[config.mk]
export PLATFORM = sky130hd
export DESIGN_NAME = dbi_encoder_multilane
export DESIGN_NICKNAME = d
export VERILOG_FILES = /design/src/rtl/dbi_encoder_multilane.sv
export SDC_FILE = /design/constraint.sdc
export NUM_CORES = 1
export LEC_CHECK = 0
export CAP_MARGIN = 20
export CORE_ASPECT_RATIO = 0.9
export CORE_MARGIN = 10
export CORE_UTILIZATION = 45
export CTS_CLUSTER_DIAMETER = 50
export DETAILED_ROUTE_END_ITERATION = 16
export PLACE_DENSITY_LB_ADDON = 0.2
export SETUP_SLACK_MARGIN = 0.3
export SLEW_MARGIN = 20
export SYNTH_ARGS = -nofsm -noshare
export SYNTH_HDL_FRONTEND = slang
export SYNTH_SLANG_ARGS = --single-unit
[constraint.sdc]
create_clock -name clk -period 5.4 [get_ports clk]
set_input_delay 0.81 -clock clk [delete_from_list [all_inputs] [get_ports clk]]
set_output_delay 0.81 -clock clk [all_outputs]
set_load 0.02 [all_outputs]
[src/rtl/dbi_encoder_multilane.sv]
// Multi-lane Data Bus Inversion encoder with a single registered output stage.
// Each lane independently picks true or inverted transmission per beat (AC: fewest
// transitions against the last transmitted lane word, DC: fewest ones) and reports
// one DBI flag per lane. A saturating counter totals lane inversions.
module dbi_encoder_multilane #(
   parameter int unsigned LANES  = 4,
   parameter int unsigned LANE_W = 8,
   parameter int unsigned CNT_W  = 16
) (
   input  logic                      clk,
   input  logic                      reset,
   input  logic [1:0]                mode_i,
   input  logic                      in_valid_i,
   output logic                      in_ready_o,
   input  logic [LANES*LANE_W-1:0]   in_data_i,
   output logic                      out_valid_o,
   input  logic                      out_ready_i,
   output logic [LANES*LANE_W-1:0]   out_data_o,
   output logic [LANES-1:0]          out_dbi_o,
   input  logic                      cnt_clr_i,
   output logic [CNT_W-1:0]          inv_count_o
);

   // Popcount width must hold the value LANE_W itself.
   localparam int unsigned    PCW  = $clog2(LANE_W + 1);
   localparam logic [PCW-1:0] HALF = PCW'(LANE_W / 2);
   // Width of the per-beat inverted-lane count (0..LANES).
   localparam int unsigned    NW   = $clog2(LANES + 1);
   // Counter sum width with headroom so saturation can be detected.
   localparam int unsigned    SW   = CNT_W + NW;

   typedef enum logic [1:0] {
      ModeBypass = 2'b00,
      ModeAc     = 2'b01,
      ModeDc     = 2'b10,
      ModeRsvd   = 2'b11
   } mode_e;

   function automatic logic [PCW-1:0] popcnt(input logic [LANE_W-1:0] w);
      logic [PCW-1:0] c;
      c = '0;
      for (int unsigned b = 0; b < LANE_W; b++) begin
         c = c + PCW'(w[b]);
      end
      return c;
   endfunction

   logic                     out_valid_q, out_valid_d;
   logic [LANES*LANE_W-1:0]  out_data_q, out_data_d;
   logic [LANES-1:0]         out_dbi_q, out_dbi_d;
   logic [LANES*LANE_W-1:0]  prev_word_q, prev_word_d;
   logic [LANES-1:0]         prev_dbi_q, prev_dbi_d;
   logic [CNT_W-1:0]         inv_count_q, inv_count_d;

   logic                     accept;
   logic [LANES*LANE_W-1:0]  enc_data;
   logic [LANES-1:0]         enc_dbi;
   logic [NW-1:0]            inv_num;
   logic [SW-1:0]            cnt_sum;
   logic [LANE_W-1:0]        lane_w;
   logic [PCW-1:0]           lane_t;
   logic [PCW-1:0]           lane_o;
   logic                     lane_inv;

   assign in_ready_o = !out_valid_q || out_ready_i;
   assign accept     = in_valid_i && in_ready_o;

   // Per-lane inversion decision and encoded word for the beat on in_data_i.
   always_comb begin
      enc_data = '0;
      enc_dbi  = '0;
      inv_num  = '0;
      lane_w   = '0;
      lane_t   = '0;
      lane_o   = '0;
      lane_inv = 1'b0;
      for (int unsigned i = 0; i < LANES; i++) begin
         lane_w   = in_data_i[i*LANE_W +: LANE_W];
         lane_t   = popcnt(lane_w ^ prev_word_q[i*LANE_W +: LANE_W]);
         lane_o   = popcnt(lane_w);
         lane_inv = 1'b0;
         case (mode_e'(mode_i))
            ModeAc: begin
               if (lane_t > HALF) begin
                  lane_inv = 1'b1;
               end else if (lane_t == HALF) begin
                  // Tie: repeat the previous flag so the DBI wire does not toggle.
                  lane_inv = prev_dbi_q[i];
               end
            end
            ModeDc:  lane_inv = (lane_o > HALF);
            default: lane_inv = 1'b0;
         endcase
         enc_dbi[i]                    = lane_inv;
         enc_data[i*LANE_W +: LANE_W]  = lane_inv ? ~lane_w : lane_w;
         inv_num                       = inv_num + NW'(lane_inv);
      end
   end

   // Next state for the output stage, AC reference and inversion counter.
   always_comb begin
      out_valid_d = out_valid_q;
      out_data_d  = out_data_q;
      out_dbi_d   = out_dbi_q;
      prev_word_d = prev_word_q;
      prev_dbi_d  = prev_dbi_q;
      inv_count_d = inv_count_q;
      cnt_sum     = SW'(inv_count_q) + SW'(inv_num);

      if (accept) begin
         out_valid_d = 1'b1;
         out_data_d  = enc_data;
         out_dbi_d   = enc_dbi;
         // Reference tracks the wire value in every mode.
         prev_word_d = enc_data;
         prev_dbi_d  = enc_dbi;
      end else if (out_ready_i) begin
         out_valid_d = 1'b0;
      end

      if (cnt_clr_i) begin
         inv_count_d = '0;
      end else if (accept) begin
         if (|cnt_sum[SW-1:CNT_W]) begin
            inv_count_d = '1;
         end else begin
            inv_count_d = cnt_sum[CNT_W-1:0];
         end
      end
   end

   // State registers with synchronous active-high reset.
   always_ff @(posedge clk) begin
      if (reset) begin
         out_valid_q <= 1'b0;
         out_data_q  <= '0;
         out_dbi_q   <= '0;
         prev_word_q <= '0;
         prev_dbi_q  <= '0;
         inv_count_q <= '0;
      end else begin
         out_valid_q <= out_valid_d;
         out_data_q  <= out_data_d;
         out_dbi_q   <= out_dbi_d;
         prev_word_q <= prev_word_d;
         prev_dbi_q  <= prev_dbi_d;
         inv_count_q <= inv_count_d;
      end
   end

   assign out_valid_o = out_valid_q;
   assign out_data_o  = out_data_q;
   assign out_dbi_o   = out_dbi_q;
   assign inv_count_o = inv_count_q;

endmodule

* Word level (Yosys, flattened, before mapping) *
Index checks and enable logic that the tools add are counted.

storage, ports and cells
  logic and storage cells = 111
  output and inout port bits = 54
  bits of input ports = 39
  bits in registers = 53

cells by class
  bitwise gates (word level) = 8
  reduce and logical (&&, ||, !) cells = 6
  multiplexer cells = 19
  equality and inequality tests = 6
  add/subtract/negate cells = 60
  order comparisons = 8

operators with widths
  cell                                                           number
  adder 4 x 1 -> 4 bit                                           32
  adder 3 x 1 -> 4 bit                                           8
  greater-than comparator 4 x 3 -> 1 bit, second input constant  8
  2-to-1 mux 8 bit                                               4
  NOT 8 bit                                                      4
  XOR 8 bit                                                      4
  adder 2 x 1 -> 3 bit                                           9
  adder 1 x 1 -> 2 bit                                           9
  adder 16 x 3 -> 17 bit                                         1
  == test 4 x 3 -> 1 bit, second input constant                  4
  2-to-1 mux 16 bit                                              1
  2-to-1 mux 1 bit                                               10
  case mux 1 bit (2 select lines)                                4
  adder 3 x 1 -> 3 bit                                           1
  OR reduction 3 bit                                             1
  == test 2 x 1 -> 1 bit, second input constant                  1
  == test 2 bit, second input constant                           1
  nonzero test 2 bit                                             1
  OR reduction 2 bit                                             1
  logical AND 1 bit                                              1
  zero test 1 bit                                                1
  logical OR 1 bit                                               1

* Longest topological paths before layout *
Gate-level depths: netlist of the first run.

  word-level depth = 18
  gate-level depth with buffers = 22
  mapped depth without buffers = 21

* Least setup slack after synthesis of the first run *
No wires, ideal clock.

  path type = input -> register
  from = input port in_data_i[0]
  to = register inv_count_q[10], in the netlist inv_count_o[10]
  data required time = 5330 ps
  setup time = 70 ps
  arrival time = 5872 ps
  path buffers = 1
  cell stages on the path = 21
  path slack = -542 ps
  cell sequence = xnor2_1 fa_1 fa_1 inv_1 fa_1 ha_1 inv_1 fa_1 xor2_1 a21oi_1 o21ai_1 o21ai_0 fa_1 inv_1 fa_1 inv_1 fa_1 nand3_1 or4_4 buf_6 a21oi_1

between the ends
  cells in the longest elaborated chain, start to end = 18
  elaborated cells on any way between the ends = 27
  classes of those cells = add/sub (18); order compare (2); eq/ne (1); mux (4); bitwise (1); reduce/logical (1)

RTL lines
  what                                                           RTL line  source
  start: declaration                                             15        input logic [LANES*LANE_W-1:0] in_data_i,
  branches (longest 11 deep; another with adder 3 x 1 -> 4 bit)  -
  case mux 1 bit (2 select lines) (*)                            82        case (mode_e'(mode_i))
  named net enc_dbi[0]                                           57        logic [LANES-1:0] enc_dbi;
  adder 1 x 1 -> 2 bit (*)                                       96        inv_num = inv_num + NW'(lane_inv);
  adder 2 x 1 -> 3 bit (*)                                       96
  adder 3 x 1 -> 3 bit (*)                                       96
  adder 16 x 3 -> 17 bit (*)                                     108       cnt_sum = SW'(inv_count_q) + SW'(inv_num);
  OR reduction 3 bit                                             124       if (|cnt_sum[SW-1:CNT_W]) begin
  2-to-1 mux 16 bit (*)                                          124
  end signal: assignment                                         147       inv_count_q <= inv_count_d;
  end: declaration                                               53        logic [CNT_W-1:0] inv_count_q, inv_count_d;

Mark *: on every way through the listed nets, which the timed path passes.
A chain may end at the register's enable or synchronous reset.

* Final worst setup path of the first run *
  from = input port in_data_i[19]
  to = register inv_count_q[14], in the netlist inv_count_o[14]

between the ends
  cells in the longest elaborated chain, start to end = 15
  elaborated cells on any way between the ends = 22
  classes of those cells = add/sub (13); order compare (2); eq/ne (1); mux (4); bitwise (1); reduce/logical (1)

RTL lines
  what                                                          RTL line
  branches (longest 9 deep; another with adder 3 x 1 -> 4 bit)  -
  case mux 1 bit (2 select lines) (*)                           82
  named net enc_dbi[2]                                          57
  adder 2 x 1 -> 3 bit (*)                                      96
  adder 3 x 1 -> 3 bit (*)                                      96
  adder 16 x 3 -> 17 bit (*)                                    108
  OR reduction 3 bit                                            124
  2-to-1 mux 16 bit (*)                                         124

Marks and branches as above.

==> results of run 1 <==
[cell families (layout without fill, tap and decap cells)]
| group | after synthesis | after routing |
|---|---|---|
| AOI/OAI and AO/OA | 143 | 143 |
| xor gates and xnor gates | 50 | 50 |
| adders and majority gates | 62 | 62 |
| buffers and inverters | 102 | 212 |
| DFF | 53 | 53 |
| muxes | 1 | 1 |
| and+or+nand+nor | 92 | 93 |
[stage by stage]
| stage | total power, uW | setup TNS, ns |
|---|---|---|
| 2_1_floorplan | 1364 | -2.907 |
| 6_report | 2137 | -2.320 |
| 3_5_place_dp | 1770 | -14.22 |
| 4_1_cts | 2093 | -2.095 |
| 3_3_place_gp | 1702 | -12.94 |
| 5_1_grt | 2331 | -5.011 |
[metal layers]
layer	share of wire, %	up-vias	routed length (um)	track usage [%]
li1	-	2066	-	-
met1	45	2026	5602	21.26
met2	49	89	6064	28.71
met3	5.5	14	685	4.306
met4	1.0	0	131	4.141
met5	0	-	0	0
[tightest hold or removal path: stages (launching register included)]
cell and delay (ns):
dfxtp_1 0.35, nor2_1 0.11, a211oi_1 0.05
[layout by cell type (no fill, tap or decap), types with 3 or more instances in the layout]
| master | Yosys | routed |
|---|---|---|
| o311ai_0 | 29 | 29 |
| clkdlybuf4s50_1 | 0 | 85 |
| a21oi_1 | 51 | 46 |
| a21oi_2 | 0 | 5 |
| o2111ai_1 | 32 | 32 |
| dfxtp_1 | 53 | 53 |
| clkbuf_8 | 0 | 5 |
| ha_1 | 27 | 23 |
| nand2_1 | 13 | 12 |
| o21a_1 | 4 | 4 |
| ha_2 | 0 | 4 |
| a211oi_1 | 3 | 3 |
| nand3_1 | 5 | 4 |
| xor2_1 | 16 | 15 |
| o311ai_1 | 3 | 3 |
| nand2b_1 | 4 | 3 |
| xnor2_2 | 0 | 9 |
| nor3_1 | 5 | 4 |
| fa_2 | 0 | 4 |
| inv_1 | 67 | 64 |
| nor4_1 | 34 | 32 |
| nor2b_1 | 4 | 4 |
| xnor2_1 | 34 | 24 |
| o21ai_2 | 0 | 3 |
| a21o_1 | 4 | 4 |
| nor2_1 | 16 | 13 |
| a31oi_1 | 3 | 3 |
| buf_4 | 0 | 43 |
| buf_6 | 1 | 3 |
| fa_1 | 35 | 31 |
| inv_2 | 0 | 3 |
[report_power, final]
group	switching, uW	internal, uW
combinational	728	630
sequential	48.8	435
clock	153	143
[repair_timing]
item / in CTS / in global routing
resized for setup: 32 / 14
endpoints found under the setup margin: 16 / 16
buffers inserted: 3 / 4
cloned: 1 / 0
pin swaps: 18 / 10
[flip-flops by register name (all words and copies together) (netlist names)]
name and count:
inv_count_o 16, out_valid_o 1, prev_word_q 32, prev_dbi_q 4
[area by class of cell]
type	count	area (um^2)
clock inverter	3	50.05
clock buffer	5	68.82
timing repair buffer	137	1282
multi-input combinational	349	3231
sequential	53	1061
tap	126	157.7
inverter	67	251.5
fill	827	3555
[worst paths after layout]
| path | cells past startpoint | endpoint |
|---|---|---|
| hold / removal | 2 | prev_dbi_q[1] |
| setup reg to reg | 20 | inv_count_o[14] |
| setup / recovery | 22 | inv_count_o[14] |
| hold reg to reg | 2 | prev_dbi_q[1] |
==> summary.txt, run 1 <==
outcome -> finished, violations left
failing checks -> setup timing
CP cell instances -> buf_8, buf_12, xnor2_4, fa_1, fa_1, inv_1, fa_1, ha_2, inv_2, fa_1, nor3b_2, o22ai_2, nand2_2, o21ai_2, fa_1, inv_1, fa_2, inv_2, fa_2, nand3_2, or4_4, a21oi_1
top cells by count, synth -> 67 x inv_1, 53 x dfxtp_1, 51 x a21oi_1, 35 x fa_1
Yosys top cell area share -> 23.77%
Max-Cap Viols -> 0
CP Class -> in -> reg
Final ANT Viol Nets -> 0
WP buf/inv -> 6
DP Area -> 5793 um^2
first-pass GRT wire length -> 20980 um
initial antenna violation count -> 0
Max stage delay cell, worst path -> or4_4
Synth Area per Inst -> 8.875 um^2
# hold bufs at CTS -> 0
final worst slack -> -0.1882 ns
Netlist cell types -> 43
Synth area leader -> dfxtp_1
detailed-route via count -> 4195
crit-path max FO -> 6
Critical Path End Type -> flop
GPL Wtd Cong -> 0.8477
CP startpoint -> in_data_i[19]
Synth warnings -> 0
Max stage delay on crit path -> 0.62 ns
Yosys reg bits -> 53
Syn Inst Count -> 503
Fin. Hold Viols -> 0
Core ar. -> 9657 um^2
hpwl dp -> 9203 um
top-count cell post-synth -> inv_1
most frequent CP cell -> fa_1
largest net degree at the start of global routing -> 44
Area Growth Syn to Fin -> 36.69%
number of global-route vias before repair -> 4369
Post-Synth Adder-Cell Area -> 23.26%
RSZ-0062 raised after global routing -> yes
Max Root-Sink Buffers -> 2
Layout Skew -> 0.006276 ns
Rel. slew slack -> 28.96%
max-slew violations -> 0
CP top delay family -> adder cells
H-tree depth -> 2
Worst Path Required -> 5.65 ns
DRC -> 0
wire per inst -> 16.87 um
clock sink total -> 53
CTS buffer count -> 5
Arr. time, crit path -> 5.84 ns
final setup fails -> 15
CP startpoint kind -> input pin
die area -> 14310 um^2
cell area after layout -> 6102 um^2
Non-Filler Instances -> 740
Pleak -> 0.002325 uW
Initial Utilization -> 46.23%
io pins -> 93
Clock transition at path regs -> 0.11 ns
Synth Area in Simple Gates -> 11.52%
Worst Hold Class -> reg -> reg
Fmax -> 178.9 MHz
Syn Nets -> 604
PwrDens -> 350.2 nW/um^2
largest family of logic cells by synthesized area -> adder cells
CTS tree -> built
post-synthesis compound-gate area fraction -> 22.56%
multiplexer share of the synthesized area -> 0.2242%
final wirelength -> 12480 um
XOR/XNOR share of the synthesized area -> 9.809%
Rows -> 34
PortBufs -> 92
worst hold margin -> 0.5466 ns
drt initial violations -> 285
Die Wd -> 125.0 um
Worst Tran Pin Value -> 1.062 ns
Place WS -> -0.9599 ns
share of cells above drive strength 1 -> 17.10%
Seq/Total Area, Yosys -> 23.77%
min Tclk post-route -> 5.588 ns
synth top area cells -> dfxtp_1 24%, fa_1 16%, ha_1 7.6%, xnor2_1 6.7%, o2111ai_1 6.3%
EDFF count, synth -> 0
total grt overflow -> 0
asr flop ratio synth -> 0%
Tcrit/Tclk final -> 103.5%
Total GRT Usage -> 16.99%
TritonRoute pass-1 iters -> 4
Root Buffer -> clkbuf_8
die span in y -> 114.5 um
Inst Count DP -> 724
clk_lat worst skew -> 0.32 ns
worst vdd rail ir drop -> 0.1804 mV
hold_sp -> prev_dbi_q[1]
fin nets -> 714
Final Util -> 63.19%
antenna cells -> 0
reg2reg start -> prev_word_q[19]
Vias/cell -> 5.669
synthesized area -> 4464 um^2
R2R Setup Slk -> 0.04 ns
most common flop cell mapped by yosys -> dfxtp_1
No activity file was read; power rests on OpenSTA's default activity.
==> run 2: changes to the inputs <==
--- a/config.mk
+++ b/config.mk
@@ -11,6 +11,7 @@
 export CORE_UTILIZATION = 45
 export CTS_CLUSTER_DIAMETER = 50
 export DETAILED_ROUTE_END_ITERATION = 16
+export GPL_ROUTABILITY_DRIVEN = 0
 export PLACE_DENSITY_LB_ADDON = 0.2
 export SETUP_SLACK_MARGIN = 0.3
 export SLEW_MARGIN = 20
==> results of run 2 <==
Same layout as run 1: the final DEF is identical, and so are final timing and power.
